<file path="config.mk">
export PLATFORM = sky130hd
export DESIGN_NAME = multicycle_control_v2
export DESIGN_NICKNAME = d
export VERILOG_FILES = /design/src/rtl/multicycle_control_v2.sv
export SDC_FILE = /design/constraint.sdc
export NUM_CORES = 1
export LEC_CHECK = 0
export ABC_AREA = 1
export CORE_MARGIN = 3
export CORE_UTILIZATION = 49
export DETAILED_ROUTE_END_ITERATION = 12
export PLACE_DENSITY_LB_ADDON = 0.2
export SETUP_SLACK_MARGIN = 0.1
export SYNTH_ARGS = -nofsm -noshare
export SYNTH_HDL_FRONTEND = slang
export SYNTH_SLANG_ARGS = --single-unit
</file>
<file path="constraint.sdc">
create_clock -name clk -period 2.14 [get_ports clk]
set_clock_uncertainty 0.15 [all_clocks]
set_input_delay 0.214 -clock clk [delete_from_list [all_inputs] [get_ports clk]]
set_output_delay 0.214 -clock clk [all_outputs]
set_load 0.005 [all_outputs]
</file>
<file path="src/rtl/multicycle_control_v2.sv">
// multicycle_control_v2: multicycle CPU control FSM (fetch/decode/exec/mem/wb) with dmem wait-state timeout, HALT, program load and illegal-opcode detection
// Ports: clk, reset (async, active-low); in: program_mode, prog_valid, opcode, result_lsb, dmem_ready;
//   out: fetch/PC enables, ALU enables/select, dmem enables, reg write + source select, halted, illegal_op, mem_error.
// Define CTRL_PERF_CNT_EN to add instr_count, a 16-bit retired-instruction counter.
module multicycle_control_v2 #(
  parameter int OPCODE_W    = 4,
  parameter int MEM_TIMEOUT = 16,
  parameter int TO_W        = 5
) (
  input  logic                clk,
  input  logic                reset,
  input  logic                program_mode,
  input  logic                prog_valid,
  input  logic [OPCODE_W-1:0] opcode,
  input  logic                result_lsb,
  input  logic                dmem_ready,
  output logic                ir_enable,
  output logic                imem_read,
  output logic                imem_write,
  output logic                pc_increment,
  output logic                pc_enable,
  output logic                pc_clear,
  output logic                alu_reg_enable,
  output logic                alu_src_B,
  output logic                alu_out_reg_enable,
  output logic                dmem_read,
  output logic                dmem_write,
  output logic                dmem_out_reg_enable,
  output logic                reg_write_enable,
  output logic [1:0]          select_reg_write_data,
  output logic                halted,
  output logic                illegal_op,
`ifdef CTRL_PERF_CNT_EN
  output logic [15:0]         instr_count,
`endif
  output logic                mem_error
);
  typedef enum logic [2:0] {FETCH, DECODE, EXEC, MEM, WB, BRANCH, HALT, PROG} state_t;
  localparam logic [OPCODE_W-1:0] OP_NOP   = '0;
  localparam logic [OPCODE_W-1:0] OP_ADDI  = OPCODE_W'(2);
  localparam logic [OPCODE_W-1:0] OP_LOAD  = OPCODE_W'(3);
  localparam logic [OPCODE_W-1:0] OP_STORE = OPCODE_W'(4);
  localparam logic [OPCODE_W-1:0] OP_BRZ   = OPCODE_W'(5);
  localparam logic [OPCODE_W-1:0] OP_HALT  = OPCODE_W'(6);
  state_t              state_q, state_d;
  logic [OPCODE_W-1:0] op_q, op_d;
  logic [TO_W-1:0]     to_q, to_d;
  logic                err_q, err_d;
  logic                illegal, timeout;
  assign illegal = opcode > OP_HALT;
  // Fires on the cycle whose increment would reach MEM_TIMEOUT; a ready in that cycle wins.
  assign timeout = MEM_TIMEOUT != 0 && !dmem_ready && to_q == TO_W'(MEM_TIMEOUT - 1);
  always_ff @(posedge clk or negedge reset)
    if (!reset) state_q <= FETCH;
    else state_q <= state_d;
  always_ff @(posedge clk or negedge reset)
    if (!reset) begin
      op_q  <= '0;
      to_q  <= '0;
      err_q <= 1'b0;
    end else begin
      op_q  <= op_d;
      to_q  <= to_d;
      err_q <= err_d;
    end
  always_comb begin
    state_d = state_q;
    op_d    = state_q == DECODE ? opcode : op_q;
    to_d    = '0;
    err_d   = err_q;
    unique case (state_q)
      FETCH:  state_d = program_mode ? PROG : DECODE;
      DECODE: state_d = opcode == OP_HALT ? HALT : (opcode == OP_NOP || illegal) ? FETCH : EXEC;
      EXEC:   state_d = (op_q == OP_LOAD || op_q == OP_STORE) ? MEM : op_q == OP_BRZ ? BRANCH : WB;
      MEM: begin
        to_d    = (dmem_ready || timeout) ? '0 : to_q + 1'b1;
        err_d   = err_q | timeout;
        state_d = dmem_ready ? (op_q == OP_LOAD ? WB : FETCH) : timeout ? HALT : MEM;
      end
      WB, BRANCH: state_d = FETCH;
      HALT:   state_d = program_mode ? PROG : HALT;
      PROG: begin
        err_d   = err_q & program_mode;
        state_d = program_mode ? PROG : FETCH;
      end
    endcase
  end
  // Every output is qualified by reset so the block is silent while reset is held.
  always_comb begin
    ir_enable             = reset && state_q == FETCH;
    imem_read             = reset && state_q == FETCH;
    imem_write            = reset && state_q == PROG && prog_valid;
    pc_increment          = reset && (state_q == FETCH || (state_q == PROG && prog_valid));
    pc_enable             = reset && state_q == BRANCH && !result_lsb;
    pc_clear              = reset && state_q == PROG && !program_mode;
    alu_reg_enable        = reset && state_q == DECODE;
    alu_src_B             = reset && state_q == EXEC && (op_q == OP_ADDI || op_q == OP_LOAD || op_q == OP_STORE);
    alu_out_reg_enable    = reset && state_q == EXEC;
    dmem_read             = reset && state_q == MEM && op_q == OP_LOAD;
    dmem_write            = reset && state_q == MEM && op_q == OP_STORE;
    dmem_out_reg_enable   = reset && state_q == MEM && op_q == OP_LOAD && dmem_ready;
    reg_write_enable      = reset && state_q == WB;
    select_reg_write_data = (reset && state_q == WB && op_q == OP_LOAD) ? 2'd1 : 2'd0;
    halted                = reset && state_q == HALT;
    illegal_op            = reset && state_q == DECODE && illegal;
  end
  assign mem_error = err_q;
`ifdef CTRL_PERF_CNT_EN
  logic [15:0] cnt_q;
  logic        retire;
  // A timeout (MEM -> HALT) does not retire; only returns to FETCH count.
  assign retire = state_d == FETCH && (state_q == DECODE || state_q == WB || state_q == BRANCH || state_q == MEM);
  always_ff @(posedge clk or negedge reset)
    if (!reset) cnt_q <= '0;
    else if (state_q == PROG && !program_mode) cnt_q <= '0;
    else if (retire) cnt_q <= cnt_q + 16'd1;
  assign instr_count = cnt_q;
`endif
endmodule

</file>
==> Yosys cells after proc, flatten, opt, wreduce, memory -nomap -nowiden <==
Index checks and enable logic that the tools add are counted.
{ "totals": {"reg_bits": 13, "latchBits": 0, "ramBits": 0, "mem_bits_ro": 0, "in_bits": 10, "output_inout_bits": 18, "memories": 0} }
{ "classes": {"n_addsub": 1, "multipliers": 0, "div_mod_pow": 0, "magnitude_cmp": 1, "eq_ne": 13, "n_shift": 0, "muxes": 15, "bitwise": 2, "n_reduce_logical": 33} }
{ "ops": {"columns": ["operator", "count"], "rows": [
  ["3-bit two-way mux", 7],
  ["3-bit case mux with 7 select lines", 1],
  ["1-bit logical AND", 20],
  ["3-bit == test, second input constant", 4],
  ["4-bit by 3-bit == test with 1-bit output, second input constant", 3],
  ["5-bit two-way mux", 2],
  ["4-bit by 2-bit == test with 1-bit output, second input constant", 2],
  ["3-bit by 2-bit == test with 1-bit output, second input constant", 2],
  ["1-bit logical OR", 6],
  ["5-bit by 1-bit adder with 5-bit output, second input constant", 1],
  ["5-bit by 4-bit == test with 1-bit output, second input constant", 1],
  ["4-bit by 3-bit > comparator with 1-bit output, second input constant", 1],
  ["4-bit logical NOT", 1],
  ["3-bit by 1-bit == test with 1-bit output, second input constant", 1],
  ["1-bit logical NOT", 3],
  ["3-bit logical NOT", 1],
  ["1-bit two-way mux", 3],
  ["2-bit two-way mux", 1],
  ["1-bit case mux with 2 select lines", 1],
  ["2-bit nonzero test", 1],
  ["2-bit OR reduction", 1],
  ["1-bit bitwise AND", 1],
  ["1-bit OR", 1]
]} }

==> Depth between registers and ports, before layout <==
Gate-level depths: netlist (run 1).
{ "logic_depth": {"ltp_word": 5, "ltp_mapped": 8, "mapped_depth_nobuf": 8} }

==> Worst setup path before layout (run 1) <==
No wires, ideal clock.
{ "synth_timing": {"path_type": "register to output", "start": "register state_q[0]", "end": "output port ir_enable", "t_arrival_ns": 1.070, "required_time_ns": 1.776, "path_slack_ns": 0.706, "path_stages_with_launch": 6, "n_path_buf": 2, "path_cell_list": "dfrtp_1 buf_4 nor3_1 inv_1 nor2_1 buf_4"} }
{ "synth_between": {"elab_chain_cells": 2} }
{ "synth_rtl": {"columns": ["element", "line_no", "source"], "rows": [
  ["from (decl)", "45", "state_t state_q, state_d;"],
  ["from (signal assigned)", "55", "else state_q <= state_d;"],
  ["3-bit logical NOT", null, null],
  ["1-bit logical AND", null, null],
  ["to (decl)", "17", "output logic ir_enable,"]
]} }
No other way between the ends.

==> Final worst setup path (run 1) <==
{ "layout_timing": {"start": "register state_q[2]", "end": "output port imem_read"} }
{ "layout_between": {"elab_chain_cells": 2} }
{ "layout_rtl": {"columns": ["element", "line_no", "source"], "rows": [
  ["3-bit logical NOT", "91", "imem_read = reset && state_q == FETCH;"],
  ["1-bit logical AND", "91", null],
  ["to (decl)", "18", "output logic imem_read,"]
]} }
No other way between the ends.

==> flow_summary.yaml, run 1 <==
cts:
  numCtsBuffers: 3
  htree_levels: 1
  insertion_delay_ns: 0.29
  clockRootBuffer: "clkbuf_4"
  clock_path_buffers: 2
  hold_buffers: 0
  cts_tree: "done"
  clk_pin_slew_ns: 0.09
  cts_sinks: 13
sta:
  rsz0062_at_grt: "yes"
  finalCriticalPeriod_ns: 2.08
  post-route-period-util_pct: 97.3
  setup_viol: 0
  max_freq_ghz: 0.480
  fin_hold_ws_ns: 0.0749
  hold_viol: 0
  finalWorstSetupSlack_ns: 0.0572
  final-max-slew-violation-count: 0
route:
  firstDrtPassIters: 4
  met1_length_um: 1080
  ant_nets: 0
  routed-wl-met3_um: 123
  wirelength_um: 2600
  vias: 947
  wl_per_cell_um: 14.1
  viasPerCell: 5.12
  drt_iter0_markers: 22
  dr_wl_met2_um: 1310
  routed.top_layer: "met4"
  drc_errors: 0
critical_path:
  setup.worst_path.end_class: "output pin"
  crit_required_ns: 1.78
  cp.arrival_ns: 1.72
  crit_type: "flip-flop to output pin"
  crit_fanout: 4
  start_kind: "flip-flop"
synth:
  synthCells: 121
  syn_nets: 133
  netlist_top_cells_area: "dfrtp_1 36%, nor2_1 9.9%, nand2_1 8.3%, inv_1 7.4%, nor4_4 4.7%"
  yosysWarnings: 0
  async_flop_share_pct: 100
  ys_ff_latch: 13
  postSynthAreaPerCell_um2: 7.52
  ys_top_cells_by_count: "24 x nor2_1, 20 x nand2_1, 18 x inv_1, 13 x dfrtp_1, 6 x nand3_1"
  yosysSeqAreaShare_pct: 35.8
  syn-cell-area_um2: 910
  yosysTopAreaCellShare_pct: 35.8
  yosysTopAreaCell: "dfrtp_1"
  synth_most_common_cell: "nor2_1"
  synth_enable_flop_cells: 0
  ys_types: 27
  synth-main-ff-cell: "dfrtp_1"
power:
  leakagePower_nw: 0.712
  fin_total_pwr_mw: 1.28
  vdd_drop_max_mv: 0.763
  powerDensity_nw_per_um2: 952
floorplanning:
  die_w_um: 49.1
  core-area_um2: 1630
  dieArea_um2: 2410
  pin_count: 28
  start_util_pct: 55.8
  die_h_um: 49.1
  std_cell_rows: 14
global_route:
  track_usage_pct: 22.9
  grt_max_degree: 12
  antenna_found_initial: 0
  overflow: 0
  grt_pass1_vias: 925
  grt_pass1_wl_um: 4170
worst_hold_path:
  hp-class: "input port to asynchronous set/reset pin"
placed_design:
  place_ws_ns: 0.0327
  dp_hpwl_um: 1820
  globalplace.congestion: 0.811
  portBuffers: 26
finish:
  drive_gt1_share_pct: 26.7
  area_growth_pct: 47.5
  diodes: 0
  layout.nets: 174
run_status:
  status: "finished clean"
flow_run:
  maxCapViolations: 0
power breakdown:
group	total, mW	leakage (nW)	switching [mW]	internal, mW
Clock	0.161	0.0150	0.0880	0.0726
Sequential	0.414	0.167	0.0970	0.318
Combinational	0.702	0.530	0.387	0.315
layer usage:
layer,track usage (%),up-vias
met5,0,-
met1,25.9,437
met4,15.6,0
met3,3.06,9
li1,-,464
met2,39.5,37
cell type report:
class	instances	area, um2
Timing Repair Buffer	41	378
Fill cell	105	288
Sequential cell	13	328
Tap cell	24	30.0
Inverter	20	77.6
Multi-Input combinational cell	83	502
Clock buffer	4	26.3
path summary, 6_finish.rpt:
path                                  from          to  slack (ns)  depth (start not counted)
worst min register to register     to_q[0]     to_q[0]        0.33                          1
worst min-delay path                 reset  state_q[1]        0.07                          2
worst max-delay path            state_q[2]   imem_read        0.06                          4
worst max register to register     to_q[0]     to_q[2]        0.57                          7
max in group asynchronous            reset     to_q[4]        1.41                          3
min in group clk                   to_q[0]     to_q[0]        0.33                          1
cell families (layout without fill, tap and decap cells):
kind of cell	count (synthesis)	in the layout	share of synthesized area (%)
and+or+nand+nor	71	71	41.7
buffers and inverters	25	65	13.2
DFF	13	13	35.8
AOI/OAI and AO/OA	8	8	5.23
adders and majority gates	2	2	2.75
other	1	1	0.412
xor gates and xnor gates	1	1	0.963
metrics by stage:
stage | area, um2 | TNS [ns] | utilization (%) | cells
final | 1340 | 0 | 82.3 | 185
after global routing | 1340 | -0.0223 | 82.3 | 185
after CTS | 1270 | 0 | 78.3 | 181
after detailed placement | 1200 | 0 | 73.7 | 172
after global placement | 1200 | 0 | 73.7 | 172
after floorplan | 910 | 0 | - | 121
timing repair:
action	4_1_cts	5_1_grt
endpoints found under the setup margin	16	10
resized for setup	13	15
pin swaps	1	2
setup buffers	5	4
critical path: stages, from the launching register on:
cell and delay, ns:
dfrtp_2 0.45, nor3_2 0.25, inv_2 0.09, nor2_2 0.12, clkdlybuf4s50_1 0.52
state kept, by name, indices dropped and copies added (netlist names):
name	count
to_q	5
op_q	4
state_q	3
mem_error	1
cell usage in the layout, fill, tap and decap left out, drive strengths merged:
cell type	instances
a2bb2oi	1
buf	15
dfrtp	13
nand3	7
inv	20
nor3	7
nand3b	1
dlygate4sd2	7
nand4	3
nor2	26
nand2	22
o22ai	1
o21ai	4
dlymetal6s2s	4
a21oi	1
nor3b	1
conb	1
clkbuf	4
o31ai	1
clkdlybuf4s50	15
nor4	4
xor2	1
ha	2
(Power assumes the default switching activity.)
==> run 2: changes to the inputs <==
--- a/config.mk
+++ b/config.mk
@@ -6,11 +6,9 @@
 export NUM_CORES = 1
 export LEC_CHECK = 0
 export ABC_AREA = 1
-export CORE_MARGIN = 3
 export CORE_UTILIZATION = 49
 export DETAILED_ROUTE_END_ITERATION = 12
 export PLACE_DENSITY_LB_ADDON = 0.2
-export SETUP_SLACK_MARGIN = 0.1
 export SYNTH_ARGS = -nofsm -noshare
 export SYNTH_HDL_FRONTEND = slang
 export SYNTH_SLANG_ARGS = --single-unit
==> run 2 against run 1 <==
Net effect: clock power down 6%; global-route usage fell by 1.1 points; final area shrank 1.6%; non-clock buffer count shrank 5; register-to-register slack barely moved; via count is 5.9% lower; worst hold slack improved by 0.0091 ns; count of clock-buffer cells in the layout did not move; critical path type unchanged; largest power group unchanged; highest routed layer unchanged.
==> flow_summary.yaml, run 2 (synthesis gave the netlist of run 1 again) <==
run_status:
  status: "finished clean"
finish:
  fillers: 141
  layout.nets: 169
  top_register: "to_q"
  drive_gt1_share_pct: 21.8
  final_util_pct: 76.4
  reg.largest.list: "to_q (5), op_q (4), state_q (3)"
  layout.cells.most_common: "nor2_1"
  diodes: 0
  largest_reg_flops: 5
  area_growth_pct: 45.1
  final_cell_mix: "23 x nor2_1, 20 x nand2_1, 19 x clkdlybuf4s50_1, 16 x inv_1, 11 x dfrtp_1"
cts:
  cts_tree: "done"
  cts_sinks: 13
  htree_levels: 1
  insertion_delay_ns: 0.27
  clockRootBuffer: "clkbuf_4"
  clock_path_buffers: 2
  hold_buffers: 0
  numCtsBuffers: 3
  clk_pin_slew_ns: 0.08
power:
  switching_share_pct: 43.8
  p_comb_share_pct: 53.4
  powerDensity_nw_per_um2: 925
  vdd_drop_max_mv: 0.651
  leakagePower_nw: 0.691
  power.internal_mw: 0.686
  p_sw_mw: 0.535
  power_frac_clock_pct: 12.4
  pwr-share-seq_pct: 34.3
route:
  wl_per_cell_um: 11.7
  drt_iter0_markers: 12
  drc_errors: 0
  firstDrtPassIters: 4
  ant_nets: 0
  wirelength_um: 2110
  vias: 891
  viasPerCell: 4.92
floorplanning:
  std_cell_rows: 15
  start_util_pct: 52.7
  core-area_um2: 1730
  die_h_um: 45.1
  pin_count: 28
  dieArea_um2: 2030
  die_w_um: 45.1
sta:
  setup_viol: 0
  rsz0062_at_grt: "yes"
  hold_viol: 0
  finalCriticalPeriod_ns: 2.11
  final-max-slew-violation-count: 0
  post-route-period-util_pct: 98.5
  max_freq_ghz: 0.474
  fin_hold_ws_ns: 0.0840
critical_path:
  setup.worst_path.end_class: "output pin"
  max_stage_delay_ns: 0.55
  crit_chain: "buf_4 -> nor4_1 -> clkdlybuf4s50_1"
  cp.arrival_ns: 1.74
  crit_fanout: 4
  crit_path_top_delay_cell: "clkdlybuf4s50_1"
  crit_type: "flip-flop to output pin"
  critPathBufInv: 2
  cp_top_family: "buffers and inverters"
  start_kind: "flip-flop"
  crit_required_ns: 1.78
global_route:
  grt_max_degree: 11
  grt_pass1_vias: 825
  grt_pass1_wl_um: 3170
  antenna_found_initial: 0
  track_usage_pct: 21.8
  overflow: 0
placed_design:
  portBuffers: 26
  globalplace.congestion: 0.837
  dp_hpwl_um: 1530
flow_run:
  maxCapViolations: 0
worst_hold_path:
  hp-class: "input port to asynchronous set/reset pin"
==> run 2: cell types whose count changed in the layout (fill, tap and decap cells not counted), moves of 2 or more <==
cell / change
dlygate4sd2_1: -6
dlymetal6s2s_1: +2
nand3_2: -2
clkdlybuf4s50_1: +4
buf_4: -4
==> run 2: worst paths after layout <==
kind / depth (start not counted) / from / endpoint / slack [ns]
hold reg to reg: 1 / to_q[0] / to_q[0] / 0.33
max in group asynchronous: 3 / reset / op_q[3] / 1.45
min in group clk: 1 / to_q[0] / to_q[0] / 0.33
setup reg to reg: 7 / to_q[0] / to_q[2] / 0.58
setup / recovery: 3 / state_q[1] / pc_enable / 0.03
hold / removal: 2 / reset / state_q[0] / 0.08
==> run 2: power groups by stage <==
| stage | sequential (mW) | clock, mW | combinational [mW] |
|---|---|---|---|
| 5_1_grt | 0.425 | 0.163 | 0.719 |
| 3_3_place_gp | 0.390 | 0 | 0.534 |
| 2_1_floorplan | 0.365 | 0 | 0.408 |
| 3_5_place_dp | 0.393 | 0 | 0.542 |
| 6_report | 0.419 | 0.151 | 0.652 |
| 4_1_cts | 0.389 | 0.157 | 0.585 |
==> run 2: worst reg2reg max path: cells and delay by family (launching register included) <==
family        cells  cell delay [ns]
simple gates      5             0.52
flops             1             0.41
fa+ha+maj         2             0.40
==> run 2: final cells by class <==
class / count / area, um2 / share of cell area (%)
Timing Repair Buffer: 36 / 349 / 26.4
Inverter: 20 / 75.1 / 5.69
Tap cell: 25 / 31.3 / 2.37
Multi-Input combinational cell: 83 / 510 / 38.7
Clock buffer: 4 / 26.3 / 1.99
Sequential cell: 13 / 328 / 24.8
==> run 2: stage by stage <==
stage	setup TNS [ns]	power [mW]	setup slack (ns)	cells	cell area, um2
after floorplan	0	0.773	0.706	121	910
after global placement	0	0.925	0.0737	173	1200
after detailed placement	0	0.935	0.0575	173	1200
after CTS	-0.00200	1.13	-0.00200	179	1260
after global routing	-0.0680	1.31	-0.0562	181	1320
final	0	1.22	0.0315	181	1320
==> run 2: metal layers <==
layer / up-vias / share of wire [%] / track usage, %
met5: - / 0 / 0
met4: 0 / 0.57 / 10.3
met3: 2 / 2.8 / 1.20
met2: 19 / 55 / 39.7
met1: 415 / 41 / 25.9
li1: 455 / - / -
==> run 2: what timing repair did <==
action / CTS / global route
setup buffers: 2 / 2
gates resized for setup: 6 / 14
pin swaps: 0 / 2
cloned: 0 / 0
setup endpoints to repair: 8 / 7
